File: config.mk
export PLATFORM = sky130hd
export DESIGN_NAME = game_state_nxn_flat
export DESIGN_NICKNAME = d
export VERILOG_FILES = /design/src/rtl/game_state_nxn_if.sv /design/src/rtl/game_state_nxn.sv /design/src/flat_wrapper.sv
export SDC_FILE = /design/constraint.sdc
export NUM_CORES = 1
export LEC_CHECK = 0
export CAP_MARGIN = 15
export CORE_ASPECT_RATIO = 0.8
export CORE_UTILIZATION = 30
export CTS_CLUSTER_DIAMETER = 200
export DETAILED_ROUTE_END_ITERATION = 8
export GPL_TIMING_DRIVEN = 0
export HOLD_SLACK_MARGIN = 0.02
export MAX_ROUTING_LAYER = met4
export PLACE_DENSITY = 0.48
export SKIP_CTS_REPAIR_TIMING = 1
export SLEW_MARGIN = 30
export SYNTH_ARGS = -nofsm -noshare
export SYNTH_HDL_FRONTEND = slang
export SYNTH_SLANG_ARGS = --single-unit
File: constraint.sdc
create_clock -name clk -period 13.8 [get_ports clk]
set_input_delay 4.14 -clock clk [delete_from_list [all_inputs] [get_ports clk]]
set_output_delay 4.14 -clock clk [all_outputs]
set_load 0.01 [all_outputs]
File: src/rtl/game_state_nxn_if.sv
// Move/status bundle between the move-entry front end and the game_state_nxn engine.
// The front end (master) drives requests; the engine (slave) publishes board, turn, status and scores.
interface game_state_nxn_if #(
   parameter int N       = 3,
   parameter int SCORE_W = 8,
   parameter int IDX_W   = $clog2(N*N)
);
   logic               new_game;
   logic               move_valid;
   logic [IDX_W-1:0]   move_idx;
   logic               move_ready;
   logic [N*N-1:0]     x_board;
   logic [N*N-1:0]     o_board;
   logic               turn;
   logic [2:0]         status;
   logic               status_valid;
   logic [SCORE_W-1:0] x_wins;
   logic [SCORE_W-1:0] o_wins;

   modport master (
      output new_game, move_valid, move_idx,
      input  move_ready, x_board, o_board, turn, status, status_valid, x_wins, o_wins
   );

   modport slave (
      input  new_game, move_valid, move_idx,
      output move_ready, x_board, o_board, turn, status, status_valid, x_wins, o_wins
   );
endinterface

File: src/rtl/game_state_nxn.sv
// Two-player NxN board engine: registered move handshake, one-cell-per-cycle K-in-a-row scan,
// win/draw reporting and per-player saturating win counters.
module game_state_nxn #(
   parameter int N            = 3,
   parameter int K            = 3,
   parameter int SCORE_W      = 8,
   parameter bit FIRST_PLAYER = 1'b1,
   parameter int IDX_W        = $clog2(N*N)
) (
   input logic             clk,
   input logic             rst,
   game_state_nxn_if.slave bus
);

   localparam int CELLS = N*N;
   localparam int CNT_W = $clog2(CELLS+1);

   localparam logic [1:0] S_IDLE  = 2'd0;
   localparam logic [1:0] S_CHECK = 2'd1;
   localparam logic [1:0] S_OVER  = 2'd2;

   localparam logic [2:0] ST_PLAY = 3'd0;
   localparam logic [2:0] ST_XWIN = 3'd1;
   localparam logic [2:0] ST_OWIN = 3'd2;
   localparam logic [2:0] ST_DRAW = 3'd3;
   localparam logic [2:0] ST_BAD  = 3'd4;

   logic [1:0]         r_state;
   logic [CELLS-1:0]   r_xBoard;
   logic [CELLS-1:0]   r_oBoard;
   logic               r_turn;
   logic [2:0]         r_status;
   logic               r_statusValid;
   logic [SCORE_W-1:0] r_xWins;
   logic [SCORE_W-1:0] r_oWins;
   logic [CNT_W-1:0]   r_scanCnt;
   logic [CNT_W-1:0]   r_scanRow;
   logic [CNT_W-1:0]   r_scanCol;
   logic               r_hit;

   logic               w_moveReady;
   logic               w_accept;
   logic               w_idxInRange;
   logic [CELLS-1:0]   w_occBits;
   logic               w_occupied;
   logic               w_moveLegal;
   logic [CELLS-1:0]   w_moveMask;
   logic [CELLS-1:0]   w_moverBoard;
   logic               w_boardFull;
   logic               w_scanDone;
   logic               w_runR;
   logic               w_runD;
   logic               w_runDR;
   logic               w_runDL;
   logic               w_cellHit;

   // Out-of-board coordinates read as empty, which also enforces the direction fit limits.
   function automatic logic cellAt(input logic [CELLS-1:0] b, input int r, input int c);
      logic [CELLS-1:0] t;
      t = '0;
      if (r < 0 || r >= N || c < 0 || c >= N) begin
         return 1'b0;
      end
      t = b >> (r*N + c);
      return t[0];
   endfunction

   assign w_moveReady  = (r_state == S_IDLE) && !bus.new_game;
   assign w_accept     = bus.move_valid && w_moveReady;
   assign w_idxInRange = (32'(bus.move_idx) < 32'(CELLS));
   assign w_occBits    = (r_xBoard | r_oBoard) >> bus.move_idx;
   assign w_occupied   = w_occBits[0];
   assign w_moveLegal  = w_idxInRange && !w_occupied;
   assign w_moveMask   = {{(CELLS-1){1'b0}}, 1'b1} << bus.move_idx;
   assign w_moverBoard = r_turn ? r_xBoard : r_oBoard;
   assign w_boardFull  = &(r_xBoard | r_oBoard);
   assign w_scanDone   = (r_scanCnt == CNT_W'(CELLS));

   always_comb begin
      int row;
      int col;
      row     = int'(r_scanRow);
      col     = int'(r_scanCol);
      w_runR  = 1'b1;
      w_runD  = 1'b1;
      w_runDR = 1'b1;
      w_runDL = 1'b1;
      for (int d = 0; d < K; d++) begin
         w_runR  = w_runR  & cellAt(w_moverBoard, row,     col + d);
         w_runD  = w_runD  & cellAt(w_moverBoard, row + d, col);
         w_runDR = w_runDR & cellAt(w_moverBoard, row + d, col + d);
         w_runDL = w_runDL & cellAt(w_moverBoard, row + d, col - d);
      end
      w_cellHit = !w_scanDone && (w_runR || w_runD || w_runDR || w_runDL);
   end

   // new_game outranks every state so an in-flight scan is dropped without reporting.
   always_ff @(posedge clk or negedge rst) begin
      if (!rst) begin
         r_state       <= S_IDLE;
         r_xBoard      <= '0;
         r_oBoard      <= '0;
         r_turn        <= FIRST_PLAYER;
         r_status      <= ST_PLAY;
         r_statusValid <= 1'b0;
         r_xWins       <= '0;
         r_oWins       <= '0;
         r_scanCnt     <= '0;
         r_scanRow     <= '0;
         r_scanCol     <= '0;
         r_hit         <= 1'b0;
      end else begin
         r_statusValid <= 1'b0;
         if (bus.new_game) begin
            r_state   <= S_IDLE;
            r_xBoard  <= '0;
            r_oBoard  <= '0;
            r_turn    <= FIRST_PLAYER;
            r_status  <= ST_PLAY;
            r_scanCnt <= '0;
            r_scanRow <= '0;
            r_scanCol <= '0;
            r_hit     <= 1'b0;
         end else begin
            case (r_state)
               S_IDLE: begin
                  if (w_accept) begin
                     if (w_moveLegal) begin
                        if (r_turn) begin
                           r_xBoard <= r_xBoard | w_moveMask;
                        end else begin
                           r_oBoard <= r_oBoard | w_moveMask;
                        end
                        r_state   <= S_CHECK;
                        r_scanCnt <= '0;
                        r_scanRow <= '0;
                        r_scanCol <= '0;
                        r_hit     <= 1'b0;
                     end else begin
                        r_status      <= ST_BAD;
                        r_statusValid <= 1'b1;
                     end
                  end
               end
               S_CHECK: begin
                  if (!w_scanDone) begin
                     r_hit     <= r_hit | w_cellHit;
                     r_scanCnt <= r_scanCnt + 1'b1;
                     if (r_scanCol == CNT_W'(N-1)) begin
                        r_scanCol <= '0;
                        r_scanRow <= r_scanRow + 1'b1;
                     end else begin
                        r_scanCol <= r_scanCol + 1'b1;
                     end
                  end else begin
                     // A hit takes precedence so the filling move can still win.
                     r_statusValid <= 1'b1;
                     if (r_hit) begin
                        r_state <= S_OVER;
                        if (r_turn) begin
                           r_status <= ST_XWIN;
                           if (r_xWins != {SCORE_W{1'b1}}) begin
                              r_xWins <= r_xWins + 1'b1;
                           end
                        end else begin
                           r_status <= ST_OWIN;
                           if (r_oWins != {SCORE_W{1'b1}}) begin
                              r_oWins <= r_oWins + 1'b1;
                           end
                        end
                     end else if (w_boardFull) begin
                        r_state  <= S_OVER;
                        r_status <= ST_DRAW;
                     end else begin
                        r_state  <= S_IDLE;
                        r_status <= ST_PLAY;
                        r_turn   <= ~r_turn;
                     end
                  end
               end
               S_OVER: begin
                  r_state <= S_OVER;
               end
               default: begin
                  r_state <= S_IDLE;
               end
            endcase
         end
      end
   end

   assign bus.move_ready   = w_moveReady;
   assign bus.x_board      = r_xBoard;
   assign bus.o_board      = r_oBoard;
   assign bus.turn         = r_turn;
   assign bus.status       = r_status;
   assign bus.status_valid = r_statusValid;
   assign bus.x_wins       = r_xWins;
   assign bus.o_wins       = r_oWins;

endmodule
File: src/flat_wrapper.sv
// flat-port wrapper written by rule: the top's interface ports become plain ports
module game_state_nxn_flat 
#(
   parameter int N            = 3,
   parameter int K            = 3,
   parameter int SCORE_W      = 8,
   parameter bit FIRST_PLAYER = 1'b1,
   parameter int IDX_W        = $clog2(N*N)
)
  (clk, rst, bus_new_game, bus_move_valid, bus_move_idx, bus_move_ready, bus_x_board, bus_o_board, bus_turn, bus_status, bus_status_valid, bus_x_wins, bus_o_wins);
  game_state_nxn_if #(.N(N), .SCORE_W(SCORE_W), .IDX_W(IDX_W)) bus_i ();
  input logic clk;
  input logic rst;
  input wire logic [$bits(bus_i.new_game)-1:0] bus_new_game;
  input wire logic [$bits(bus_i.move_valid)-1:0] bus_move_valid;
  input wire logic [$bits(bus_i.move_idx)-1:0] bus_move_idx;
  output wire logic [$bits(bus_i.move_ready)-1:0] bus_move_ready;
  output wire logic [$bits(bus_i.x_board)-1:0] bus_x_board;
  output wire logic [$bits(bus_i.o_board)-1:0] bus_o_board;
  output wire logic [$bits(bus_i.turn)-1:0] bus_turn;
  output wire logic [$bits(bus_i.status)-1:0] bus_status;
  output wire logic [$bits(bus_i.status_valid)-1:0] bus_status_valid;
  output wire logic [$bits(bus_i.x_wins)-1:0] bus_x_wins;
  output wire logic [$bits(bus_i.o_wins)-1:0] bus_o_wins;
  assign bus_i.new_game = bus_new_game;
  assign bus_i.move_valid = bus_move_valid;
  assign bus_i.move_idx = bus_move_idx;
  assign bus_move_ready = bus_i.move_ready;
  assign bus_x_board = bus_i.x_board;
  assign bus_o_board = bus_i.o_board;
  assign bus_turn = bus_i.turn;
  assign bus_status = bus_i.status;
  assign bus_status_valid = bus_i.status_valid;
  assign bus_x_wins = bus_i.x_wins;
  assign bus_o_wins = bus_i.o_wins;
  game_state_nxn #(.N(N), .K(K), .SCORE_W(SCORE_W), .FIRST_PLAYER(FIRST_PLAYER), .IDX_W(IDX_W)) u_core (.clk(clk), .rst(rst), .bus(bus_i));
endmodule
==> out/summary.md, run 1 <==
The run finished with clean final reports. The number of synthesized register bits was 54. The worst setup path category is input pin to primary output. Registers take 0.00135 mm². The H-tree was split into 2 levels.

The met2 track utilization from global routing was 24.7%; the number of flops mapped to enable cells by yosys was 0. The initial core utilization is 30.7%, and the final layout net count is 842. The count of nets left with antenna violations once routing finished came out at 0. The total area inside the core boundary comes to 0.0199 mm². The worst pin sits at a relative slew slack of 44.7%. I/O pin count: 48. The logs give 0 for the number of setup violations in the final report and 0 for the initial antenna violation count. Clock latency on the worst-skew pair, taken at its later pin, is 0.30 ns. Summing over every cut layer, the via total after detailed routing is 5212.

After detailed routing, the number of remaining DRC violations is 0. Summing every instance area after synthesis gives 0.00609 mm². The netlist uses 68 different library cells. The number of clock buffers added by TritonCTS is 5.

Data on the critical path arrives at its endpoint at 5.10 ns. The number of filler instances in the final layout is 2034, and the slew of the pin with the lowest slew margin is 0.824 ns. Entering global routing, the biggest net connects 47 pins. For the via count of the first global-routing pass, the log shows 4965. The run gives 54 as the clock sink total. The global-route wire length before repair was 27400 µm. After detailed routing, the average wire length per cell comes to 17.2 µm. The logs give 0.0209 mm² for the overall die area and 50.6 µV for the worst voltage drop across the vdd grid. The x dimension of the die is 161 µm.

The HPWL reported at the end of detailed placement is 13800 µm. The number of warnings issued by yosys was 0. STA classifies the critical path startpoint as an input pin.

The slowest stage of the critical path belongs to the cell sky130_fd_sc_hd__clkdlybuf4s50_1. The total iterations of the first detailed-routing run is 7. The number of port buffers was 46. Setup repair after global routing left no endpoint under its margin. The signed area change from the synthesized netlist to the final layout came out at 16.5%. The number of max-slew violations in the final report was 0; the delay of the slowest cell on the worst path was 0.56 ns.

The path class of the tightest hold or removal check is flip-flop to flip-flop. The run gives 787 as the net count of the mapped netlist. After synthesis, flip-flops and latches occupy 22.2% of the total area.

For this run, the leading register cell type out of synthesis is sky130_fd_sc_hd__dfrtp_1. The run gives 17.2% as the overall routing resource usage. For the number of placed instances with taps included, the log shows 981. The cell depth of the worst min-delay path was 1.

The clock passes through at most 2 buffers. TritonCTS built the clock tree. Summing internal, switching and leakage power gives 0.505 mW. The post-route minimum period came out at 9.24 ns.

sky130_fd_sc_hd__dfrtp_1 takes more of the synthesized area than any other cell. Global routing used 1.79% of the available met3 tracks. The ratio of cells with drive above 1 in the final layout came out at 5.24%.

For the final database, setup skew stands at 0.0106 ns. The tools report the cell row count as 46. The number of cells on the worst reg-to-reg path is 22. Footprint of the multi-input gates: 0.00455 mm².

Of all nets on the critical path, the largest fanout is 9. By area the synthesized netlist is led by sky130_fd_sc_hd__dfrtp_1, sky130_fd_sc_hd__ha_1, sky130_fd_sc_hd__xnor2_1, sky130_fd_sc_hd__xor2_1, sky130_fd_sc_hd__fa_1. In the synthesized netlist, the number of instances is 669. The worst path required time came out at 9.66 ns.

In this run the static leakage power is 3.28 nW. Final cell count without fillers: 989. Summed over its instances, the top area cell type makes up 21.8% of the synthesized netlist area.

Async set or reset register ratio after synthesis: 100%. Walking the worst path, the cells encountered are clkbuf_1 -> nor3_1 -> clkdlybuf4s50_1. From bottom edge to top edge, the die measures 129 µm. The total overflow reported by the global router is 0. The detailed router finished its first iteration with 428 violations. The most used routing layer in global routing is met1. Final weighted congestion of routability-driven global placement: 0.874.

The tools report the count of final hold-check violations as 0. A synthesized cell averages 9.11 µm². The timing-limited maximum frequency was 108 MHz. 0 antenna diodes ended up in the layout. The met1 demand-to-capacity share in global routing came out at 26.1%. In this run the clock root is driven by a sky130_fd_sc_hd__clkbuf_16. The power density relative to cell area is 71.1 mW/mm², and the core utilization of the finished layout is 35.8%. The tools report the final wirelength as 17100 µm.

Summed over all failing endpoints, the final setup total negative slack is 0 ns. STA classifies the critical path endpoint as a primary output. The number of maximum-capacitance violations is 0, and the via density per instance is 5.27.

The clock-pin slew of the registers on the worst-case setup and hold paths came out at 0.07 ns. The share of the cycle needed by the critical path after routing works out to 67.0%.
power breakdown:
group          internal, mW  switching (mW)  leakage, nW
Combinational        0.0841           0.107         2.44
Sequential            0.160         0.00366        0.748
Clock                0.0913          0.0585       0.0875
path summary, 6_finish.rpt:
kind                                      start                   end  slack, ns
setup / recovery                   bus_new_game        bus_move_ready       4.56
hold / removal             u_core.bus.x_wins[5]  u_core.bus.x_wins[5]       0.49
setup reg to reg            u_core.r_scanRow[0]          u_core.r_hit       7.17
hold reg to reg            u_core.bus.x_wins[5]  u_core.bus.x_wins[5]       0.49
max in group asynchronous                   rst       u_core.bus.turn       9.62
min in group asynchronous                   rst  u_core.bus.o_wins[5]       3.66
area by class of cell:
class / instances / area share (%)
buffer: 11 / 0.758
clock buffer: 6 / 1.96
clock inverter: 2 / 0.546
inverter: 39 / 2.06
multi-input combinational: 565 / 64.0
sequential: 54 / 19.0
tap: 264 / 4.65
timing repair buffer: 48 / 6.94
cells by family (layout without fill, tap and decap cells):
logic type / after synthesis / after routing / share of synthesized area, %
AND/OR/NAND/NOR: 226 / 226 / 18.8
buffers and inverters: 50 / 106 / 3.28
flip-flops: 54 / 54 / 22.2
multiplexers: 25 / 25 / 7.41
AO/OA/AOI/OAI: 145 / 145 / 15.7
adder cells (fa/ha/maj): 110 / 110 / 23.9
XOR/XNOR: 59 / 59 / 8.70
registers in the layout (all words and copies together) (netlist names):
name                     count
u_core.bus.x_wins            8
u_core.bus.status_valid      1
u_core.r_state               2
u_core.r_scanCol             4
u_core.r_scanRow             4
u_core.bus.o_board           9
u_core.r_hit                 1
u_core.bus.turn              1
u_core.bus.x_board           9
u_core.bus.o_wins            8
u_core.r_scanCnt             4
u_core.bus.status            3
synth_stat cells (4+ instances only):
| library cell | n |
|---|---|
| sky130_fd_sc_hd__a21o_1 | 14 |
| sky130_fd_sc_hd__a21oi_1 | 34 |
| sky130_fd_sc_hd__and2_1 | 4 |
| sky130_fd_sc_hd__and3_1 | 6 |
| sky130_fd_sc_hd__clkbuf_1 | 8 |
| sky130_fd_sc_hd__dfrtp_1 | 53 |
| sky130_fd_sc_hd__fa_1 | 11 |
| sky130_fd_sc_hd__ha_1 | 99 |
| sky130_fd_sc_hd__inv_1 | 39 |
| sky130_fd_sc_hd__mux2i_1 | 8 |
| sky130_fd_sc_hd__mux4_1 | 6 |
| sky130_fd_sc_hd__mux4_2 | 8 |
| sky130_fd_sc_hd__nand2_1 | 57 |
| sky130_fd_sc_hd__nand2b_1 | 15 |
| sky130_fd_sc_hd__nand3_1 | 13 |
| sky130_fd_sc_hd__nand4_1 | 13 |
| sky130_fd_sc_hd__nor2_1 | 57 |
| sky130_fd_sc_hd__nor2b_1 | 9 |
| sky130_fd_sc_hd__nor3_1 | 11 |
| sky130_fd_sc_hd__nor3b_1 | 4 |
| sky130_fd_sc_hd__nor4_1 | 11 |
| sky130_fd_sc_hd__o21a_1 | 9 |
| sky130_fd_sc_hd__o21ai_0 | 34 |
| sky130_fd_sc_hd__o22ai_1 | 8 |
| sky130_fd_sc_hd__o2bb2ai_1 | 14 |
| sky130_fd_sc_hd__or2_2 | 5 |
| sky130_fd_sc_hd__xnor2_1 | 32 |
| sky130_fd_sc_hd__xor2_1 | 26 |
layer usage:
metal  up-vias  share of wire, %
li1       2556                 -
met1      2541                54
met2       102                42
met3        13               3.4
met4         0              0.60
met5         -                 0
worst max-delay path, delay by kind of cell:
family	cells	cell delay (ns)
buf+inv	2	0.76
simple gates	1	0.19
through the flow:
stage	setup slack (ns)	cell area, µm²	hold slack, ns
2_1_floorplan	5.08	6090	0.497
3_3_place_gp	4.53	6890	0.476
3_5_place_dp	4.54	6920	0.479
4_1_cts	4.54	7100	0.494
5_1_grt	4.51	7100	0.507
6_report	4.56	7100	0.492
cells in the final DEF, fill, tap and decap left out, types with 14 or more instances in the layout:
cell type / n
sky130_fd_sc_hd__ha_1: 99
sky130_fd_sc_hd__nand2_1: 57
sky130_fd_sc_hd__nor2_1: 57
sky130_fd_sc_hd__dfrtp_1: 53
sky130_fd_sc_hd__clkdlybuf4s50_1: 45
sky130_fd_sc_hd__inv_1: 39
sky130_fd_sc_hd__a21oi_1: 34
sky130_fd_sc_hd__o21ai_0: 34
sky130_fd_sc_hd__xnor2_1: 32
sky130_fd_sc_hd__xor2_1: 26
sky130_fd_sc_hd__nand2b_1: 15
sky130_fd_sc_hd__a21o_1: 14
sky130_fd_sc_hd__o2bb2ai_1: 14
Power figures use the tool's default switching activity.
==> run 2: changes to the inputs <==
- PLACE_DENSITY: 0.48 -> 0.49
- clock period: 13.8 -> 7.95 ns (I/O delays scaled with it)
==> out/summary.md, run 2 (synthesized netlist as in run 1, its figures left out) <==
The buffer and inverter count on the worst path is 3 (+1). Overall die area: 0.0209 mm² (unchanged). For the smallest setup slack after layout, the log shows 1.37 ns (-3.19 ns). The summed negative setup slack over all endpoints was 0 ns (unchanged); the via density per instance was 5.29 (+0.44%). The timing-limited maximum frequency came out at 152 MHz. TritonCTS built the clock tree. The flow ran to the end, and the final reports show no timing, DRC or antenna violations. The number of maximum-capacitance violations is 0 (unchanged). The clock-pin slew of the registers on the worst-case setup and hold paths is 0.08 ns (about the same), and the power density relative to cell area is 123 mW/mm² (+73%). The delay of the slowest cell on the worst path came out at 0.58 ns (+0.02 ns). The logs give 0 (unchanged) for the final antenna diode count and 0 (unchanged) for the remaining antenna violation count.

The worst setup path is launched from a flip-flop. The worst setup path is captured at a flip-flop. Final wirelength: 17000 µm (-0.28%). The maximum clock insertion buffer count was 2 (unchanged); the overall routing resource usage was 17.3% (+0.067 points).

The count of final hold-check violations came out at 0 (unchanged). The number of H-tree levels is 2 (unchanged), and the worst path required time is 8.16 ns (-1.50 ns). For the setup slack of the worst register-to-register path, the log shows 1.37 ns (-5.80 ns). The run gives 3.28 nW (about the same) as the static leakage. The slowest stage of the critical path belongs to the cell sky130_fd_sc_hd__dfrtp_1.

The number of max-slew violations in the final report was 0 (unchanged). The worst max-slew margin expressed relative to the limit was 41.4% (-3.4 points); the endpoint arrival time on the critical path was 6.79 ns (+1.69 ns). The worst setup path category was flip-flop to flip-flop. The worst voltage drop across the vdd grid is 78.8 µV (+56%), and the initial core utilization is 30.7% (unchanged). Cell at the root of the clock tree: sky130_fd_sc_hd__clkbuf_16. The slew of the pin with the lowest slew margin came out at 0.874 ns (+0.0501 ns). Traced cell by cell, the critical path runs through inv_1 -> ha_1 -> inv_1 -> ha_1 -> inv_1 -> ha_1 -> fa_1 -> xor2_1 -> ha_1 -> o21a_1 -> o31a_1 -> o21ai_0 -> and2_1 -> nand2b_1 -> ha_1 -> nor4_1 -> nand4_1 -> nor4_1 -> nand4_1 -> or4_1 -> or4_1 -> a211oi_2.

Total via count after detailed routing: 5235 (+0.44%). The final layout net count was 842 (unchanged); the HPWL reported at the end of detailed placement was 13900 µm (+0.33%). The I/O pin count was 48 (unchanged). The core outline area was 0.0199 mm² (unchanged). The largest net degree at the start of global routing is 47 (unchanged), and the x dimension of the die is 161 µm (unchanged). The run gives 5 (unchanged) as the number of clock buffers inserted by TritonCTS. The total overflow reported by the global router was 0 (unchanged); the number of port buffers was 46 (unchanged). The routed wirelength normalized by instance count came out at 17.2 µm (-0.28%). Critical path's top delay family: simple AND/OR/NAND/NOR gates.

Dividing the final minimum period by the clock period gives 82.8%. The detailed router's first-iteration violation count was 351 (-18%). The height of the die was 129 µm (unchanged).

The global-route wire length before repair is 27600 µm (+0.83%), and the worst-case clock skew is 0.0126 ns (+0.00197 ns). Most common library cell in the layout ignoring fill and taps: sky130_fd_sc_hd__ha_1. The number of remaining DRC errors is 0 (unchanged), and the signed area change from the synthesized netlist to the final layout is 16.4% (about the same). The cell row count was 46 (unchanged); the post-route minimum period was 6.58 ns. Highest fanout seen on the critical path: 9 (unchanged). The number of filler instances in the final layout came out at 2052 (+0.88%).

The source-to-sink clock delay at the later pin of the worst-skew pair is 0.30 ns (about the same), and the ratio of cells with drive above 1 in the final layout is 5.24% (unchanged). For the final weighted congestion of routability-driven global placement, the log shows 0.877 (+0.39%). The logs give 5076 (+2.2%) for the via count of the first global-routing pass and 0 (unchanged) for the number of setup violations in the final report.

Worst min-delay path class: flip-flop to flip-flop. Setup repair after global routing left no endpoint under its margin. The initial antenna violation count is 0 (unchanged), and the worst setup slack before clock tree synthesis is 1.36 ns (-3.19 ns).

In the layout the commonest cells are sky130_fd_sc_hd__ha_1, sky130_fd_sc_hd__nand2_1, sky130_fd_sc_hd__nor2_1. The total iterations of the first detailed-routing run was 5 (-2); the clock sink total was 54 (unchanged). The most prevalent standard cell on the critical path is sky130_fd_sc_hd__ha_1.
## run 2: changes by cell type in the layout (fill, tap and decap cells not counted)
cell / delta
sky130_fd_sc_hd__clkbuf_8: -1
sky130_fd_sc_hd__clkinv_4: +1
## run 2: worst reg2reg max path, stage by stage (launching register included)
cell,delay [ns]
sky130_fd_sc_hd__dfrtp_1,0.58
sky130_fd_sc_hd__inv_1,0.17
sky130_fd_sc_hd__ha_1,0.54
sky130_fd_sc_hd__inv_1,0.35
sky130_fd_sc_hd__ha_1,0.39
sky130_fd_sc_hd__inv_1,0.04
sky130_fd_sc_hd__ha_1,0.22
sky130_fd_sc_hd__fa_1,0.40
sky130_fd_sc_hd__xor2_1,0.52
sky130_fd_sc_hd__ha_1,0.32
sky130_fd_sc_hd__o21a_1,0.15
sky130_fd_sc_hd__o31a_1,0.17
sky130_fd_sc_hd__o21ai_0,0.11
sky130_fd_sc_hd__and2_1,0.21
sky130_fd_sc_hd__nand2b_1,0.16
sky130_fd_sc_hd__ha_1,0.20
sky130_fd_sc_hd__nor4_1,0.33
sky130_fd_sc_hd__nand4_1,0.15
sky130_fd_sc_hd__nor4_1,0.30
sky130_fd_sc_hd__nand4_1,0.12
sky130_fd_sc_hd__or4_1,0.39
sky130_fd_sc_hd__or4_1,0.48
sky130_fd_sc_hd__a211oi_2,0.23
## run 2: stage by stage
| step | cells | power [mW] | hold slack [ns] | util [%] | cell area [µm²] |
|---|---|---|---|---|---|
| 2_1_floorplan | 669 | 0.530 | 0.497 | - | 6090 |
| 3_3_place_gp | 979 | 0.610 | 0.476 | 34.7 | 6890 |
| 3_5_place_dp | 981 | 0.620 | 0.491 | 34.9 | 6920 |
| 4_1_cts | 989 | 0.880 | 0.502 | 35.7 | 7100 |
| 5_1_grt | 989 | 0.936 | 0.520 | 35.7 | 7100 |
| 6_report | 989 | 0.872 | 0.498 | 35.7 | 7100 |
## run 2: power by group
group,internal (mW),total (mW),leakage [nW],switching (mW)
logic,0.147,0.332,2.44,0.185
clock network,0.150,0.256,0.0844,0.106
registers,0.278,0.284,0.748,0.00606
## run 2: final timing paths
check	start	to	cells past startpoint
max	u_core.r_scanRow[0]	u_core.r_hit	22
min	u_core.bus.x_wins[6]	u_core.bus.x_wins[6]	1
max reg2reg	u_core.r_scanRow[0]	u_core.r_hit	22
min reg2reg	u_core.bus.x_wins[6]	u_core.bus.x_wins[6]	1
max in group asynchronous	rst	u_core.bus.turn	2
min in group asynchronous	rst	u_core.bus.o_wins[0]	1
## run 2: area by class of cell
class / instances / area [µm²] / share of cell area (%)
multi-input combinational: 565 / 4550 / 64.1
tap: 264 / 330 / 4.66
clock inverter: 3 / 47.5 / 0.670
sequential: 54 / 1350 / 19.1
timing repair buffer: 48 / 493 / 6.95
inverter: 39 / 146 / 2.06
buffer: 11 / 53.8 / 0.758
clock buffer: 5 / 125 / 1.76
## run 2: per-layer routing
metal	wire, µm	GRT usage [%]	share of wire [%]	vias to the layer above
met5	0	-	0	-
li1	-	-	-	2552
met4	163	3.16	0.96	0
met1	8510	24.5	50	2547
met2	7410	25.8	44	119
met3	926	2.85	5.4	17
